--- src/rtl/keypad_encoder_if.sv ---
// Command interface from the keypad encoder to the control unit:
// a mode selector plus a key code qualified by a single-cycle trigger.
interface keypad_encoder_if;
    logic [1:0] mode;
    logic [3:0] num;
    logic       trigger;

    modport master (output mode, output num, output trigger);
    modport slave  (input  mode, input  num, input  trigger);
endinterface

--- src/rtl/keypad_encoder.sv ---
// 4x4 matrix keypad scanner with row synchronisation, press/release
// debouncing and a registered trigger/mode/num command output.
module keypad_encoder #(
    parameter int SCAN_DIV = 4,
    parameter int DEBOUNCE = 8
) (
    input  logic       system_clk,
    input  logic       reset,
    input  logic [3:0] row,
    output logic [3:0] col,
    keypad_encoder_if.master cmd
);

    // One counter serves the scan slot, the press debounce and the release debounce.
    localparam int CNT_MAX = (SCAN_DIV > DEBOUNCE) ? SCAN_DIV : DEBOUNCE;
    localparam int CW      = $clog2(CNT_MAX + 1);
    localparam logic [CW-1:0] CNT_ZERO  = CW'(0);
    localparam logic [CW-1:0] CNT_ONE   = CW'(1);
    localparam logic [CW-1:0] SLOT_LAST = CW'(SCAN_DIV - 1);
    localparam logic [CW-1:0] DB_LAST   = CW'(DEBOUNCE - 1);

    typedef enum logic [1:0] {
        ST_SCAN         = 2'd0,
        ST_DEBOUNCE     = 2'd1,
        ST_EMIT         = 2'd2,
        ST_WAIT_RELEASE = 2'd3
    } state_t;

    // Key map lookup: returns {is_mode_key, mode_value[1:0], code[3:0]}.
    function automatic logic [6:0] decode_key(input logic [1:0] r, input logic [1:0] c);
        logic [6:0] res;
        case ({r, c})
            4'd0:    res = {1'b0, 2'd0, 4'h1};
            4'd1:    res = {1'b0, 2'd0, 4'h2};
            4'd2:    res = {1'b0, 2'd0, 4'h3};
            4'd3:    res = {1'b1, 2'd1, 4'h0};   // A: set time
            4'd4:    res = {1'b0, 2'd0, 4'h4};
            4'd5:    res = {1'b0, 2'd0, 4'h5};
            4'd6:    res = {1'b0, 2'd0, 4'h6};
            4'd7:    res = {1'b1, 2'd2, 4'h0};   // B: set alarm
            4'd8:    res = {1'b0, 2'd0, 4'h7};
            4'd9:    res = {1'b0, 2'd0, 4'h8};
            4'd10:   res = {1'b0, 2'd0, 4'h9};
            4'd11:   res = {1'b1, 2'd3, 4'h0};   // C: alarm enable
            4'd12:   res = {1'b0, 2'd0, 4'hA};   // *: cancel
            4'd13:   res = {1'b0, 2'd0, 4'h0};
            4'd14:   res = {1'b0, 2'd0, 4'hB};   // #: enter
            4'd15:   res = {1'b1, 2'd0, 4'h0};   // D: normal
            default: res = {1'b0, 2'd0, 4'h0};
        endcase
        return res;
    endfunction

    // Lowest-numbered active (low) row; only meaningful when some row is low.
    function automatic logic [1:0] lowest_low(input logic [3:0] rows);
        logic [1:0] idx;
        if (rows[0] == 1'b0) begin
            idx = 2'd0;
        end else if (rows[1] == 1'b0) begin
            idx = 2'd1;
        end else if (rows[2] == 1'b0) begin
            idx = 2'd2;
        end else begin
            idx = 2'd3;
        end
        return idx;
    endfunction

    state_t        state_r,   state_s;
    logic [CW-1:0] cnt_r,     cnt_s;
    logic [1:0]    col_idx_r, col_idx_s;
    logic [1:0]    row_idx_r, row_idx_s;
    logic [3:0]    col_r,     col_s;
    logic [1:0]    mode_r,    mode_s;
    logic [3:0]    num_r,     num_s;
    logic          trigger_r, trigger_s;
    logic [3:0]    sync1_r;
    logic [3:0]    rs_r;
    logic [6:0]    key_s;

    // Two-flop synchroniser for the asynchronous row lines (idle is all high).
    always_ff @(posedge system_clk) begin
        if (reset) begin
            sync1_r <= 4'hF;
            rs_r    <= 4'hF;
        end else begin
            sync1_r <= row;
            rs_r    <= sync1_r;
        end
    end

    // Next-state and next-output logic for the scan/debounce/emit/release FSM.
    always_comb begin
        state_s   = state_r;
        cnt_s     = cnt_r;
        col_idx_s = col_idx_r;
        row_idx_s = row_idx_r;
        mode_s    = mode_r;
        num_s     = num_r;
        trigger_s = 1'b0;
        key_s     = decode_key(row_idx_r, col_idx_r);
        case (state_r)
            ST_SCAN: begin
                if (cnt_r == SLOT_LAST) begin
                    cnt_s = CNT_ZERO;
                    if (rs_r != 4'hF) begin
                        row_idx_s = lowest_low(rs_r);
                        state_s   = ST_DEBOUNCE;
                    end else begin
                        col_idx_s = col_idx_r + 2'd1;
                    end
                end else begin
                    cnt_s = cnt_r + CNT_ONE;
                end
            end
            ST_DEBOUNCE: begin
                if (rs_r[row_idx_r] == 1'b0) begin
                    if (cnt_r == DB_LAST) begin
                        cnt_s   = CNT_ZERO;
                        state_s = ST_EMIT;
                    end else begin
                        cnt_s = cnt_r + CNT_ONE;
                    end
                end else begin
                    // Bounce: give up on this key and move on to the next column.
                    cnt_s     = CNT_ZERO;
                    col_idx_s = col_idx_r + 2'd1;
                    state_s   = ST_SCAN;
                end
            end
            ST_EMIT: begin
                if (key_s[6]) begin
                    mode_s = key_s[5:4];
                end else begin
                    trigger_s = 1'b1;
                    num_s     = key_s[3:0];
                end
                cnt_s   = CNT_ZERO;
                state_s = ST_WAIT_RELEASE;
            end
            ST_WAIT_RELEASE: begin
                if (rs_r == 4'hF) begin
                    if (cnt_r == DB_LAST) begin
                        cnt_s     = CNT_ZERO;
                        col_idx_s = 2'd0;
                        state_s   = ST_SCAN;
                    end else begin
                        cnt_s = cnt_r + CNT_ONE;
                    end
                end else begin
                    cnt_s = CNT_ZERO;
                end
            end
            default: begin
                cnt_s     = CNT_ZERO;
                col_idx_s = 2'd0;
                state_s   = ST_SCAN;
            end
        endcase
        col_s = ~(4'b0001 << col_idx_s);
    end

    // State, counters and all outputs are registered together.
    always_ff @(posedge system_clk) begin
        if (reset) begin
            state_r   <= ST_SCAN;
            cnt_r     <= CNT_ZERO;
            col_idx_r <= 2'd0;
            row_idx_r <= 2'd0;
            col_r     <= 4'b1110;
            mode_r    <= 2'd0;
            num_r     <= 4'h0;
            trigger_r <= 1'b0;
        end else begin
            state_r   <= state_s;
            cnt_r     <= cnt_s;
            col_idx_r <= col_idx_s;
            row_idx_r <= row_idx_s;
            col_r     <= col_s;
            mode_r    <= mode_s;
            num_r     <= num_s;
            trigger_r <= trigger_s;
        end
    end

    assign col         = col_r;
    assign cmd.mode    = mode_r;
    assign cmd.num     = num_r;
    assign cmd.trigger = trigger_r;

endmodule

--- src/flat_wrapper.sv ---
// flat-port wrapper written by rule: the top's interface ports become plain ports
module keypad_encoder_flat 
#(
    parameter int SCAN_DIV = 4,
    parameter int DEBOUNCE = 8
)
  (system_clk, reset, row, col, cmd_mode, cmd_num, cmd_trigger);
  keypad_encoder_if cmd_i ();
  input  logic system_clk;
  input  logic reset;
  input  logic [3:0] row;
  output logic [3:0] col;
  output wire logic [$bits(cmd_i.mode)-1:0] cmd_mode;
  output wire logic [$bits(cmd_i.num)-1:0] cmd_num;
  output wire logic [$bits(cmd_i.trigger)-1:0] cmd_trigger;
  assign cmd_mode = cmd_i.mode;
  assign cmd_num = cmd_i.num;
  assign cmd_trigger = cmd_i.trigger;
  keypad_encoder #(.SCAN_DIV(SCAN_DIV), .DEBOUNCE(DEBOUNCE)) u_core (.system_clk(system_clk), .reset(reset), .row(row), .col(col), .cmd(cmd_i));
endmodule
--- config.mk ---
export PLATFORM = sky130hd
export DESIGN_NAME = keypad_encoder_flat
export DESIGN_NICKNAME = d
export VERILOG_FILES = /design/src/rtl/keypad_encoder_if.sv /design/src/rtl/keypad_encoder.sv /design/src/flat_wrapper.sv
export SDC_FILE = /design/constraint.sdc
export NUM_CORES = 1
export LEC_CHECK = 0
export ABC_AREA = 0
export BUFFER_PORTS_ARGS = -buffer_cell sky130_fd_sc_hd__buf_2
export CAP_MARGIN = 20
export CORE_ASPECT_RATIO = 0.8
export CORE_MARGIN = 5
export CORE_UTILIZATION = 35
export CTS_CLUSTER_SIZE = 8
export DETAILED_ROUTE_END_ITERATION = 7
export PLACE_DENSITY = 0.59
export SLEW_MARGIN = 0
export SYNTH_ARGS = -nofsm -noshare
export SYNTH_HDL_FRONTEND = slang
export SYNTH_SLANG_ARGS = --single-unit
--- constraint.sdc ---
create_clock -name system_clk -period 3.6 [get_ports system_clk]
set_input_delay 0 -clock system_clk [delete_from_list [all_inputs] [get_ports system_clk]]
set_output_delay 0 -clock system_clk [all_outputs]
set_load 0.005 [all_outputs]
# --- After elaboration in Yosys (flattened, before gate mapping) ---
# Memories as Yosys holds them, arrays and structs flattened.
# Index checks and enable logic that the tools add are counted.
# Widths: inputs -> output; s select.
totals:
  latch_bits: 0
  n_memories: 1
  romBits: 112
  register_bits: 29
  ramBits: 0
  elab_cells: 60
op_classes:
  div: 0
  mul: 0
  mux: 24
  shifts: 1
  magnitude_cmp: 1
  add_sub_neg: 2
  reduce_logical: 6
  n_bitwise: 3
  eq_ne: 12
memory_table:
  columns: ["name", "words", "width", "read_ports", "rd_clocked_by_memory_dff", "wr", "line", "text"]
  rows:
  - ["(no name shown)", 16, 7, 1, 0, 0, "keypad_encoder.sv:32", "case ({r, c})"]
op_table:
  columns: ["op", "n"]
  rows:
  - ["$mux 2", 13]
  - ["$mux 4", 4]
  - ["$pmux 4 s4", 1]
  - ["$ne 2x1->1 const B", 4]
  - ["$pmux 2 s4", 1]
  - ["$pmux 2 s3", 1]
  - ["$reduce_and 5->1", 1]
  - ["$add 4x1->4 const B", 1]
  - ["$eq 2x2->1 const B", 2]
  - ["$eq 4x2->1 const B", 1]
  - ["$eq 4x3->1 const B", 1]
  - ["$eq 4x4->1 const B", 1]
  - ["$ne 4x4->1 const B", 1]
  - ["$not 4->4", 1]
  - ["$reduce_and 2->1", 2]
  - ["$shl 1x2->4 const A", 1]
  - ["$lt 2x3->1 const B", 1]
  - ["$mux 1", 3]
  - ["$ne 3x1->1 const B", 1]
  - ["$reduce_and 3->1", 1]
  - ["$add 2x1->2 const B", 1]
  - ["$bmux 1 s2", 1]
  - ["$eq 2x1->1 const B", 1]
  - ["$logic_not 2->1", 1]
  - ["other kinds (2)", 3]

# --- Logic depth before layout (Yosys ltp) ---
depth:
  word_depth: 6
  depth_mapped: 6
  mapped_depth_nobuf: 6

# --- Least setup slack after synthesis ---
# Ideal clock, no wire load.
synth_path:
  kind: "register -> register"
  from: "reg u_core.cnt_r[0]"
  to: "reg u_core.col_r[0] (netlist: u_core.col[0])"
  arrival_ns: 1.616
  synth_period_minus_slack_ns: 1.686
  path_slack_ns: 1.914
  path_stages_with_launch: 7
  required_ns: 3.529
  path_cell_list: "dfxtp_1 ha_1 nor3b_1 and3_1 clkbuf_2 or4_1 a21oi_1"
synth_between:
  elab_chain_cells: 6
  word_cells_on_any_way: 8
synth_rtl:
  columns: ["item", "line", "text"]
  rows:
  - ["start: declaration", "keypad_encoder.sv:70", "logic [CW-1:0] cnt_r, cnt_s;"]
  - ["start signal: assignment", "keypad_encoder.sv:176", "cnt_r <= cnt_s;"]
  - ["$eq 4x3->1", "keypad_encoder.sv:143", "if (cnt_r == DB_LAST) begin"]
  - ["$mux 2", "keypad_encoder.sv:143", null]
  - ["$mux 2", "keypad_encoder.sv:142", "if (rs_r == 4'hF) begin"]
  - ["$pmux 2 s3 (*)", "keypad_encoder.sv:102", "case (state_r)"]
  - ["$shl 1x2->4 (*)", "keypad_encoder.sv:160", "col_s = ~(4'b0001 << col_idx_s);"]
  - ["$not 4->4 (*)", "keypad_encoder.sv:160", null]
  - ["end signal: assignment", "keypad_encoder.sv:179", "col_r <= col_s;"]
  - ["end: declaration", "keypad_encoder.sv:73", "logic [3:0] col_r, col_s;"]
# Every way passes the cells marked *; elsewhere a longest branch is shown, timed or not.
# A chain may end at the register's enable or synchronous reset.

# --- Worst setup path in the final report ---
layout_path:
  from: "reg u_core.row_idx_r[0]"
  to: "reg u_core.col_r[0] (netlist: u_core.col[0])"
layout_between:
  elab_chain_cells: 6
layout_rtl:
  columns: ["item", "line", "text"]
  rows:
  - ["start: declaration", "keypad_encoder.sv:72", "logic [1:0] row_idx_r, row_idx_s;"]
  - ["start signal: assignment", "keypad_encoder.sv:178", "row_idx_r <= row_idx_s;"]
  - ["$bmux 1 s2", "keypad_encoder.sv:117", "if (rs_r[row_idx_r] == 1'b0) begin"]
  - ["$mux 1 (implied by the code)", "keypad_encoder.sv:117", null]
  - ["$mux 2", "keypad_encoder.sv:117", null]
  - ["$pmux 2 s3", "keypad_encoder.sv:102", null]
  - ["$shl 1x2->4", "keypad_encoder.sv:160", null]
  - ["$not 4->4", "keypad_encoder.sv:160", null]
# Every way passes these cells. The select of a mux whose other input is x is not followed.

==> reports/metrics.cfg <==
[status]
status=completed

[detailed_routing]
num_vias=1162
drt_iter0_drc=40
vias_per_cell=5.01
drcViolationCount=0
drt_wl_total_um=2760
ant_nets=0
wl_per_cell_um=11.9
dr.pass1.iters=4

[worst_setup_path]
worstPathRequired_ns=3.80
path_max_fanout=12
worst-setup-path-type=flop to flop
critPathCaptureType=flop
arrival_ns=2.11
worstSetupStartpointType=flop

[logic_synthesis]
synth_area_leaders=dfxtp_1 40%, ha_1 5.2%, mux2i_1 4.8%, nor2_1 4.4%, or2_2 3.4%
synth_cell_types=48
muxShareOfSynthArea_pct=8.95
syn_area_mm2=0.00145
synth_fp_nets=168
synth_ff_type=dfxtp_1
synth-warning-count=0
synth_top_family_by_area=simple AND/OR/NAND/NOR gates
yosysTopAreaCellShare_pct=39.9
synth-xor-area-share_pct=2.41
synthSimpleGateAreaFrac_pct=23.0
netlist_instances=156
avgSynthCellArea_um2=9.32
synth_edf_count=0
async_flop_share_pct=0
synth_common_cells=29 x dfxtp_1, 17 x nor2_1, 8 x or2_2
synth_compound_area_share_pct=16.0
yosys_register_bits=29
yosysMostFrequentCell=dfxtp_1
synth_top_area_cell=dfxtp_1
synthAdderAreaFrac_pct=5.16
ys_seq_area_share_pct=39.9

[clock_tree]
clockBufferDepth=2
path_clk_slew_ns=0.06
cts_tree=yes
cts.root.buffer_cell=clkbuf_8
htree_num_levels=2
clk_latency_ns=0.27
cts_buffers=5
clock_sinks=29
postCtsSetupBuffers=0

[sta]
fin_ws_ns=1.69
max_freq_ghz=0.524
timing.setup.tns_ns=0
slew-limit-headroom_pct=66.3
drv_slew=0
skew_ns=0.00279
fin_crit_sh_pct=53.0
hold_viol=0
worst-slew-pin-transition_ns=0.505
setup_viol=0
min_period_ns=1.91
rsz0062_at_grt=no

[finish]
multi_input_comb_area_um2=807
n_fill_cell=412
regArea_um2=581
drive_gt1_share_pct=21.7
fin_nets=186
syn_to_final_growth_pct=16.9
antenna-diode-count=0
fin_area_mm2=0.00170

[placed_design]
dp_slack_ns=1.71
port_buffers=16
placed_cell_area_mm2=0.00156
dp_hpwl_um=1990
finalWeightedCongestion=0.785

[grt]
grt_max_degree=29
grt_overflow=0
track_usage_pct=11.4
grt_pass1_wl_um=4820
antenna_found_initial=0
grt_pass1_vias=1117

[pwr]
p_comb_share_pct=10.5
power_frac_seq_pct=49.3
power_uw=712
p_sw_share_pct=23.4
peakVddDrop_uv=247
power_density_mw_per_mm2=419
power_frac_clock_pct=40.2
p_int_uw=545
p_sw_uw=167
power.leakage_uw=0.000672

[die]
dieArea_mm2=0.00555
die_w_um=82.1
die_h_um=67.6
top_level_ports=17
start_util_pct=35.5
core_area_mm2=0.00410
num_rows=21

[flow_run]
drv_cap=0

[hold_path]
hold_class=primary input to flop

[worst max-delay path: stages (launching register included)]
cell,delay (ns)
dfxtp_1,0.61
mux2_2,0.43
o2bb2ai_2,0.18
or4_1,0.51
a21oi_1,0.12
[layout make-up]
class	instances	share of cell area, %
multi-input cells	113	47.5
well taps	57	4.20
inverters	5	1.10
clock buffers	7	5.67
repair buffers	20	7.07
flip-flops and latches	29	34.2
clock inverters	1	0.295
[kinds of logic after synthesis]
group | count (synthesis)
simple gates | 59
compound gates | 33
flops | 29
buf+inv | 14
mux | 11
fa+ha+maj | 6
xor+xnor | 4
[power groups by stage]
stage | combinational (uW) | clock, uW | sequential, uW
final | 74.4 | 286 | 351
after global routing | 84.3 | 313 | 354
after CTS | 74.6 | 296 | 351
after detailed placement | 70.9 | 0 | 358
after global placement | 68.7 | 0 | 357
after floorplan | 63.6 | 0 | 350
[cells in the final DEF (no fill, tap or decap), drive strengths merged, types with 3 or more instances in the layout]
| cell type | n |
|---|---|
| dfxtp | 29 |
| nor2 | 17 |
| buf | 16 |
| or2 | 8 |
| mux2i | 7 |
| a21oi | 7 |
| clkbuf | 7 |
| ha | 6 |
| inv | 5 |
| nand3 | 5 |
| o21ai | 5 |
| nor3 | 4 |
| dlygate4sd3 | 4 |
| nor3b | 4 |
| nand2b | 3 |
| nand3b | 3 |
| mux2 | 3 |
| a211oi | 3 |
[sequential cells by signal, summed over array words and instances, names as in the netlist, named ones only]
register            flops
u_core.sync1_r          4
u_core.cmd.trigger      1
u_core.cmd.num          4
u_core.rs_r             4
u_core.cmd.mode         2
u_core.row_idx_r        2
u_core.col_idx_r        2
u_core.cnt_r            4
u_core.state_r          1
u_core.col              4
[timing repair]
action                    4_1_cts  5_1_grt
gates resized for setup         0        0
hold buffers                    4        0
hold endpoints to repair        4        0
[routing by layer]
layer / up-vias / GRT usage [%] / routed length (um)
met5: - / 0 / 0
met4: 0 / 3.94 / 23
met3: 2 / 4.80 / 122
met2: 19 / 17.7 / 1200
met1: 546 / 14.1 / 1410
li1: 595 / - / -
[through the flow]
step / hold slack [ns] / util [%] / std cells
after global routing: 0.178 / 41.5 / 232
after CTS: 0.150 / 41.5 / 232
after detailed placement: 0.186 / 38.0 / 220
final: 0.149 / 41.5 / 232
after global placement: 0.187 / 38.0 / 220
after floorplan: 0.104 / - / 156
[path summary, 6_finish.rpt]
path,startpoint,to,slack (ns),depth (start not counted)
worst max-delay path,u_core.row_idx_r[0],u_core.col[0],1.69,4
worst min-delay path,reset,u_core.cmd.mode[0],0.15,2
worst max register to register,u_core.row_idx_r[0],u_core.col[0],1.69,4
worst min register to register,u_core.sync1_r[3],u_core.rs_r[3],0.41,1
(Power assumes the default switching activity.)
